<file path="src/rtl/buffer_pkg.sv">
// Shared constants and helpers for the circular multi-word buffer and its controller.
package buffer_pkg;

  function automatic int clog2(input int value);
    int r;
    r = 0;
    while ((1 << r) < value) r++;
    return r;
  endfunction

  // Defaults shared with the buffer instance so both sides agree on geometry.
  localparam int BUF_PAR_WRITE = 2;
  localparam int BUF_PAR_READ  = 3;
  localparam int BUF_STRIDE    = 1;
  localparam int BUF_DEPTH     = 8;
  localparam int BUF_INDEX     = clog2(BUF_DEPTH);
  localparam int CNT_W         = BUF_INDEX + 1;

endpackage

</file>
<file path="src/rtl/buffer_ctrl_if.sv">
// Producer/consumer handshake, buffer address/enable and occupancy status of buffer_ctrl.
interface buffer_ctrl_if #(
  parameter int INDEX = 3
);
  logic             wr_valid;
  logic             wr_ready;
  logic             rd_valid;
  logic             rd_ready;
  logic             buf_wen;
  logic [INDEX-1:0] buf_waddr;
  logic [INDEX-1:0] buf_raddr;
  logic [INDEX:0]   count;
  logic             full;
  logic             empty;

  modport slave (
    input  wr_valid, rd_ready,
    output wr_ready, rd_valid, buf_wen, buf_waddr, buf_raddr, count, full, empty
  );

  modport master (
    output wr_valid, rd_ready,
    input  wr_ready, rd_valid, buf_wen, buf_waddr, buf_raddr, count, full, empty
  );
endinterface

</file>
<file path="src/rtl/ring_ptr_adv.sv">
// Next-pointer logic for a ring of DEPTH words; DEPTH need not be a power of two.
module ring_ptr_adv #(
  parameter int DEPTH = 8,
  parameter int INDEX = 3
) (
  input  logic [INDEX-1:0] ptr,
  input  logic [INDEX:0]   inc,
  input  logic             en,
  output logic [INDEX-1:0] nxt
);
  localparam logic [INDEX:0] DEPTH_C = (INDEX+1)'(DEPTH);

  logic [INDEX:0] sum;
  logic [INDEX:0] wrapped;

  // ptr < DEPTH and inc <= DEPTH, so one conditional subtract is a full wrap.
  always_comb begin
    // NOTE: every always_comb output gets a value on every path, so no latch is inferred.
    sum     = {1'b0, ptr} + inc;
    wrapped = (sum >= DEPTH_C) ? sum - DEPTH_C : sum;
    nxt     = en ? wrapped[INDEX-1:0] : ptr;
  end
endmodule

</file>
<file path="src/rtl/buffer_ctrl.sv">
// Occupancy/pointer controller for the circular multi-word buffer.
// Optional synchronous flush port enabled by BUFFER_CTRL_FLUSH_EN.
module buffer_ctrl
  import buffer_pkg::*;
#(
  parameter int PAR_WRITE = BUF_PAR_WRITE,
  parameter int PAR_READ  = BUF_PAR_READ,
  parameter int STRIDE    = BUF_STRIDE,
  parameter int DEPTH     = BUF_DEPTH,
  parameter int INDEX     = clog2(DEPTH)
) (
  input  logic         clk,
  input  logic         rst_n,
`ifdef BUFFER_CTRL_FLUSH_EN
  input  logic         flush,
`endif
  buffer_ctrl_if.slave bus
);
  localparam int CW = INDEX + 1;
  localparam logic [CW-1:0] DEPTH_C = CW'(DEPTH);
  localparam logic [CW-1:0] PW_C    = CW'(PAR_WRITE);
  localparam logic [CW-1:0] PR_C    = CW'(PAR_READ);
  localparam logic [CW-1:0] ST_C    = CW'(STRIDE);

  logic [INDEX-1:0] wptr, rptr;
  logic [INDEX-1:0] wptr_nxt, rptr_nxt;
  logic [CW-1:0]    count_q;
  logic             push, pop, flush_i;

`ifdef BUFFER_CTRL_FLUSH_EN
  assign flush_i = flush;
`else
  assign flush_i = 1'b0;
`endif

  // Handshakes look only at registered occupancy, never at a same-cycle pop.
  assign bus.wr_ready = (DEPTH_C - count_q) >= PW_C;
  assign bus.rd_valid = count_q >= PR_C;

  assign push = bus.wr_valid & bus.wr_ready & ~flush_i;
  assign pop  = bus.rd_valid & bus.rd_ready & ~flush_i;

  // Gating by rst_n keeps a write that is in flight when reset hits from landing.
  assign bus.buf_wen   = push & rst_n;
  assign bus.buf_waddr = wptr;
  assign bus.buf_raddr = rptr;
  assign bus.count     = count_q;
  assign bus.full      = (count_q == DEPTH_C);
  assign bus.empty     = (count_q == '0);

  ring_ptr_adv #(.DEPTH(DEPTH), .INDEX(INDEX)) u_wr_adv (
    .ptr (wptr),
    .inc (PW_C),
    .en  (push),
    .nxt (wptr_nxt)
  );

  ring_ptr_adv #(.DEPTH(DEPTH), .INDEX(INDEX)) u_rd_adv (
    .ptr (rptr),
    .inc (ST_C),
    .en  (pop),
    .nxt (rptr_nxt)
  );

  always_ff @(posedge clk or negedge rst_n) begin
    // NOTE: sequential state uses non-blocking assignments so all registers update together.
    if (!rst_n) begin
      wptr    <= '0;
      rptr    <= '0;
      count_q <= '0;
    end else if (flush_i) begin
      wptr    <= '0;
      rptr    <= '0;
      count_q <= '0;
    end else begin
      wptr    <= wptr_nxt;
      rptr    <= rptr_nxt;
      count_q <= count_q + (push ? PW_C : '0) - (pop ? ST_C : '0);
    end
  end
endmodule

</file>
<file path="src/flat_wrapper.sv">
// flat-port wrapper written by rule: the top's interface ports become plain ports
module buffer_ctrl_flat import buffer_pkg::*;
#(
  parameter int PAR_WRITE = BUF_PAR_WRITE,
  parameter int PAR_READ  = BUF_PAR_READ,
  parameter int STRIDE    = BUF_STRIDE,
  parameter int DEPTH     = BUF_DEPTH,
  parameter int INDEX     = clog2(DEPTH)
)
  (clk, rst_n, bus_wr_valid, bus_rd_ready, bus_wr_ready, bus_rd_valid, bus_buf_wen, bus_buf_waddr, bus_buf_raddr, bus_count, bus_full, bus_empty);
  buffer_ctrl_if #(.INDEX(INDEX)) bus_i ();
  input  logic clk;
  input  logic rst_n;
  input wire logic [$bits(bus_i.wr_valid)-1:0] bus_wr_valid;
  input wire logic [$bits(bus_i.rd_ready)-1:0] bus_rd_ready;
  output wire logic [$bits(bus_i.wr_ready)-1:0] bus_wr_ready;
  output wire logic [$bits(bus_i.rd_valid)-1:0] bus_rd_valid;
  output wire logic [$bits(bus_i.buf_wen)-1:0] bus_buf_wen;
  output wire logic [$bits(bus_i.buf_waddr)-1:0] bus_buf_waddr;
  output wire logic [$bits(bus_i.buf_raddr)-1:0] bus_buf_raddr;
  output wire logic [$bits(bus_i.count)-1:0] bus_count;
  output wire logic [$bits(bus_i.full)-1:0] bus_full;
  output wire logic [$bits(bus_i.empty)-1:0] bus_empty;
  assign bus_i.wr_valid = bus_wr_valid;
  assign bus_i.rd_ready = bus_rd_ready;
  assign bus_wr_ready = bus_i.wr_ready;
  assign bus_rd_valid = bus_i.rd_valid;
  assign bus_buf_wen = bus_i.buf_wen;
  assign bus_buf_waddr = bus_i.buf_waddr;
  assign bus_buf_raddr = bus_i.buf_raddr;
  assign bus_count = bus_i.count;
  assign bus_full = bus_i.full;
  assign bus_empty = bus_i.empty;
  buffer_ctrl #(.PAR_WRITE(PAR_WRITE), .PAR_READ(PAR_READ), .STRIDE(STRIDE), .DEPTH(DEPTH), .INDEX(INDEX)) u_core (.clk(clk), .rst_n(rst_n), .bus(bus_i));
endmodule
</file>
<file path="config.mk">
export PLATFORM = sky130hd
export DESIGN_NAME = buffer_ctrl_flat
export DESIGN_NICKNAME = d
export VERILOG_FILES = /design/src/rtl/buffer_pkg.sv /design/src/rtl/buffer_ctrl_if.sv /design/src/rtl/ring_ptr_adv.sv /design/src/rtl/buffer_ctrl.sv /design/src/flat_wrapper.sv
export SDC_FILE = /design/constraint.sdc
export NUM_CORES = 1
export LEC_CHECK = 0
export ABC_AREA = 1
export CORE_MARGIN = 3
export CORE_UTILIZATION = 25
export CTS_CLUSTER_DIAMETER = 120
export DETAILED_ROUTE_END_ITERATION = 8
export HOLD_SLACK_MARGIN = 0.08
export PLACE_DENSITY_LB_ADDON = 0.05
export SYNTH_ARGS = -nofsm -noshare
export SYNTH_HDL_FRONTEND = slang
export SYNTH_HIERARCHICAL = 1
export SYNTH_SLANG_ARGS = --single-unit
</file>
<file path="constraint.sdc">
create_clock -name clk -period 2.93 [get_ports clk]
set_clock_uncertainty 0.2 [all_clocks]
set_input_delay 0.7325 -clock clk [delete_from_list [all_inputs] [get_ports clk]]
set_output_delay 0.7325 -clock clk [all_outputs]
set_load 0.05 [all_outputs]
</file>
# After elaboration in Yosys (flattened, before gate mapping)
# Index checks and enable logic that the tools add are counted.
# W data, S select, Z words.
[op_classes]
addsub = 7
order_cmp = 4
n_eq_ne = 1
muxes = 4
n_bitwise = 3
reduce_logical = 1
[ops]
columns = ["op", "count"]
rows = [
  ["$ge A4 B2 Y1 const B", 2],
  ["$ge A4 B4 Y1 const B", 2],
  ["$mux W3", 2],
  ["$sub A3 B1 Y3 const B", 2],
  ["$add A3 B1 Y4 const B", 1],
  ["$add A3 B2 Y4 const B", 1],
  ["$add A4 B4 Y4", 1],
  ["$eq A4 B4 Y1 const B", 1],
  ["$logic_not A4 Y1", 1],
  ["$sub A4 B4 Y4", 1],
  ["$sub A4 B4 Y4 const A", 1],
  ["$and A1 B1 Y1", 3],
  ["$mux W2", 1],
  ["$mux W1", 1],
]
[totals]
regBits = 10
out_inout_bits = 15
wordCells = 23

# Depth between registers and ports, before layout
[depth]
depth_word = 6
ltp_mapped = 12
mapped_depth_nobuf = 12

# Hierarchy
# The synthesis kept the hierarchy.
[by_module_without_submodules]
columns = ["mod", "instances", "cells_each", "area_each_um2", "seq_area_each_um2"]
rows = [
  ["buffer_ctrl", 1, 52, 534.3, 250.2],
  ["ring_ptr_adv", 2, 17, 97.6, 0.0],
]

# Worst setup path after synthesis
# OpenSTA, ideal clock, no wires.
[synth_path]
path_type = "flip-flop to flip-flop"
startpoint = "reg u_core.count_q[0] (netlist: u_core/bus.count[0])"
endpoint = "reg u_core.count_q[3] (netlist: u_core/bus.count[3])"
setup_time_ns = 0.123
arrival_time_ns = 2.612
path_slack_ns = -0.005
path_stages_with_launch = 13
period_less_slack_ns = 2.935
path_cell_list = "dfrtp_1 inv_1 ha_1 nor2_1 nand2_1 nor2_2 nand3_2 nand2_4 ha_1 inv_1 ha_1 fa_1 xnor2_1"
[synth_via]
elab_chain_cells = 6
word_cells_on_any_way = 9
[synth_lines]
columns = ["item", "line_no", "source"]
rows = [
  ["start, declared", "buffer_ctrl.sv:27", "logic [CW-1:0] count_q;"],
  ["start signal, assigned", "buffer_ctrl.sv:78", "count_q <= count_q + (push ? PW_C : '0) - (pop ? ST_C : '0);"],
  ["$sub A4 B4 Y4", "buffer_ctrl.sv:37", "assign bus.wr_ready = (DEPTH_C - count_q) >= PW_C;"],
  ["$ge A4 B2 Y1", "buffer_ctrl.sv:37", ""],
  ["net bus_wr_ready", "flat_wrapper.sv:16", "output wire logic [$bits(bus_i.wr_ready)-1:0] bus_wr_ready;"],
  ["$and A1 B1 Y1", "buffer_ctrl.sv:40", "assign push = bus.wr_valid & bus.wr_ready & ~flush_i;"],
  ["$mux W2", "buffer_ctrl.sv:78", ""],
  ["$add A4 B4 Y4", "buffer_ctrl.sv:78", ""],
  ["$sub A4 B4 Y4", "buffer_ctrl.sv:78", ""],
]
# The timed path passes the listed nets, and every way through them passes these cells.
# A chain may end at the register's enable or synchronous reset.

# Worst setup path in the final report
[layout_path]
startpoint = "reg u_core.count_q[0] (netlist: u_core/bus.count[0])"
endpoint = "out bus_buf_wen"
[layout_via]
elab_chain_cells = 4
[layout_lines]
columns = ["item", "line_no", "source"]
rows = [
  ["$sub A4 B4 Y4", "buffer_ctrl.sv:37", ""],
  ["$ge A4 B2 Y1", "buffer_ctrl.sv:37", ""],
  ["$and A1 B1 Y1", "buffer_ctrl.sv:40", ""],
  ["$and A1 B1 Y1", "buffer_ctrl.sv:44", "assign bus.buf_wen = push & rst_n;"],
  ["end, declared", "flat_wrapper.sv:18", "output wire logic [$bits(bus_i.buf_wen)-1:0] bus_buf_wen;"],
]
# Every way passes these cells.

==> run summary <==
Outcome -> finished, final reports clean
Worst Setup Path Type -> reg -> out
Core Area -> 2610 um^2
Post-Synthesis Cell Area -> 729 um^2
Rows -> 18
Yosys cell types -> 17
Fmax -> 383 MHz
Vias -> 574
Reg2Reg Launch Point -> u_core/bus.count[0]
Flops & latches, synth -> 10
Hold path start -> u_core/bus.buf_waddr[2]
Max cap viols -> 0
Final nets -> 135
Largest net degree at the start of global routing -> 11
CTS-repair resized insts -> 0
Register area share after synthesis -> 34.3%
Hold Path Class -> reg -> reg
# hold bufs at CTS -> 0
Initial antenna violation count -> 0
Vias in the first global route -> 575
Initial cell density of the core -> 27.9%
Clk slew on worst S/H paths -> 70 ps
Hold depth -> 2
Final Hold Viols -> 0
CTS tree -> done
Slew at the pin closest to its max-slew limit -> 498 ps
HPWL after detailed placement -> 1160 um
Post-Synthesis Cells -> 86
Die height -> 60.0 um
# diodes -> 0
Die Width -> 60.0 um
Clk_lat worst skew -> 260 ps
R2r worst-path depth -> 12
Worst EP required -> 2000 ps
Iter 0 DRT Violations -> 19
Bufs on Longest Clock Path -> 2
Setup crit end kind -> output port
R2r setup slk -> 500 ps
Reg-to-reg endpoint -> u_core/bus.count[3]
Drt total wl -> 1360 um
Post-route ant nets -> 0
YS warnings -> 6
Drt pass-1 iters -> 3
Global-route wire length before repair -> 2360 um
H-Tree Level Count -> 1
Setup TNS -> 0 ps
Layout cells sized above 1 -> 16.4%
I/O pins -> 19
Min-Delay Endpoint -> u_core/bus.buf_waddr[2]
Root Driver -> clkbuf_4
Unrepaired setup endpoints after global routing -> false
Min cycle time layout -> 2610 ps
Slew headroom -> 66.7%
Fin. max-slew vios -> 0
Mapped Avg Cell Area -> 8.48 um^2
Total global-route track usage -> 9.03%
Die ar. -> 3600 um^2
Critical Path AT -> 1680 ps
Final Cycle Share -> 89.0%
GR Overflow Total -> 0
Residual DRC -> 0
Setup-failing EPs final -> 0
GP Congestion -> 0.717
Clock Sinks -> 10
Area growth, synth to finish -> 38.8%
Avg WL per Cell -> 9.33 um
Num CTS Buffers -> 3
Postcts setup bufs -> 0
CP Launch Type -> flop
Vias per cell -> 3.93
CP max FO -> 4
Port Buf Inserts -> 18
layer usage:
metal / part of all wire, % / track usage, % / up-vias
li1: - / - / 307
met1: 47 / 10.9 / 253
met2: 47 / 14.4 / 12
met3: 4.5 / 1.94 / 2
met4: 0.73 / 5.70 / 0
met5: 0 / 0 / -
worst max-delay path: stages, from the launching register on:
cell and delay [ps]:
dfrtp_2 430, inv_1 120, ha_1 240, nor2_1 80, nand2_1 60, nor2_2 100
nand3_2 100, nand2_4 90, nor2_2 50, buf_12 140
synthesized netlist by cell type (all sizes together):
cell    instances  area, um^2
conb            2        7.51
nand2          21        91.3
nand4           2        12.5
a21boi          1        7.51
xnor2           1        8.76
fa              3        60.1
dfrtp          10         250
inv            22        82.6
ha             11         138
nor2            5        26.3
nand3           4        25.0
o21ai           4        20.0
stage by stage:
| stage | std cells | worst slack [ps] | util (%) | cell area [um^2] | hold WS, ps |
|---|---|---|---|---|---|
| 4_1_cts | 146 | 271 | 38.7 | 1010 | 308 |
| 5_1_grt | 146 | 187 | 38.7 | 1010 | 330 |
| 3_5_place_dp | 142 | 230 | 37.7 | 986 | 286 |
| 3_3_place_gp | 142 | 279 | 37.7 | 986 | 284 |
| 2_1_floorplan | 92 | 35.8 | - | 753 | 237 |
| 6_report | 146 | 321 | 38.7 | 1010 | 306 |
worst max path at each step:
stage                         from                  end  slack, ps  cells after the start
3_3_place_gp          bus_rd_ready  u_core/bus.count[3]        280                      7
2_1_floorplan  u_core/bus.count[1]  u_core/bus.count[3]         40                     12
4_1_cts        u_core/bus.count[0]          bus_buf_wen        270                      9
5_1_grt        u_core/bus.count[0]          bus_buf_wen        190                      9
6_report       u_core/bus.count[0]          bus_buf_wen        320                      9
3_5_place_dp          bus_rd_ready  u_core/bus.count[3]        230                      7
placed cells by master, fill, tap and decap left out:
| cell type | instances |
|---|---|
| nand2_1 | 18 |
| o21ai_0 | 4 |
| fa_1 | 3 |
| buf_4 | 6 |
| clkdlybuf4s50_1 | 13 |
| nor2_1 | 2 |
| ha_1 | 11 |
| conb_1 | 8 |
| clkbuf_4 | 3 |
| dfrtp_1 | 9 |
| buf_12 | 1 |
| nand4_1 | 2 |
| nor2_2 | 3 |
| clkbuf_1 | 1 |
| inv_1 | 21 |
| nand3_1 | 3 |
| dfrtp_2 | 1 |
| xnor2_1 | 1 |
| nand3_2 | 1 |
| nand2_4 | 1 |
| a21boi_0 | 1 |
| inv_2 | 1 |
| nand2_2 | 2 |
flip-flops by register name (all words and copies together) (netlist names):
register,cells
u_core/bus.buf_waddr,3
u_core/bus.buf_raddr,3
u_core/bus.count,4
logic make-up (layout without fill, tap and decap cells):
| family | after synthesis | count (layout) | synth area share, % |
|---|---|---|---|
| simple gates | 32 | 32 | 21.3 |
| buf+inv | 22 | 46 | 11.3 |
| fa+ha+maj | 14 | 14 | 27.1 |
| flops | 10 | 10 | 34.3 |
| compound gates | 5 | 5 | 3.77 |
| other cells | 2 | 8 | 1.03 |
| xor+xnor | 1 | 1 | 1.20 |
final cells by class:
| type | instances | area, um^2 |
|---|---|---|
| well taps | 30 | 37.5 |
| flip-flops and latches | 10 | 251 |
| clock buffers | 4 | 26.3 |
| fillers | 276 | 1600 |
| inverters | 22 | 82.6 |
| multi-input cells | 60 | 419 |
| repair buffers | 20 | 195 |
Power is not shown: default switching activity piles up to over one toggle a cycle in this logic, so the estimate is an artifact.
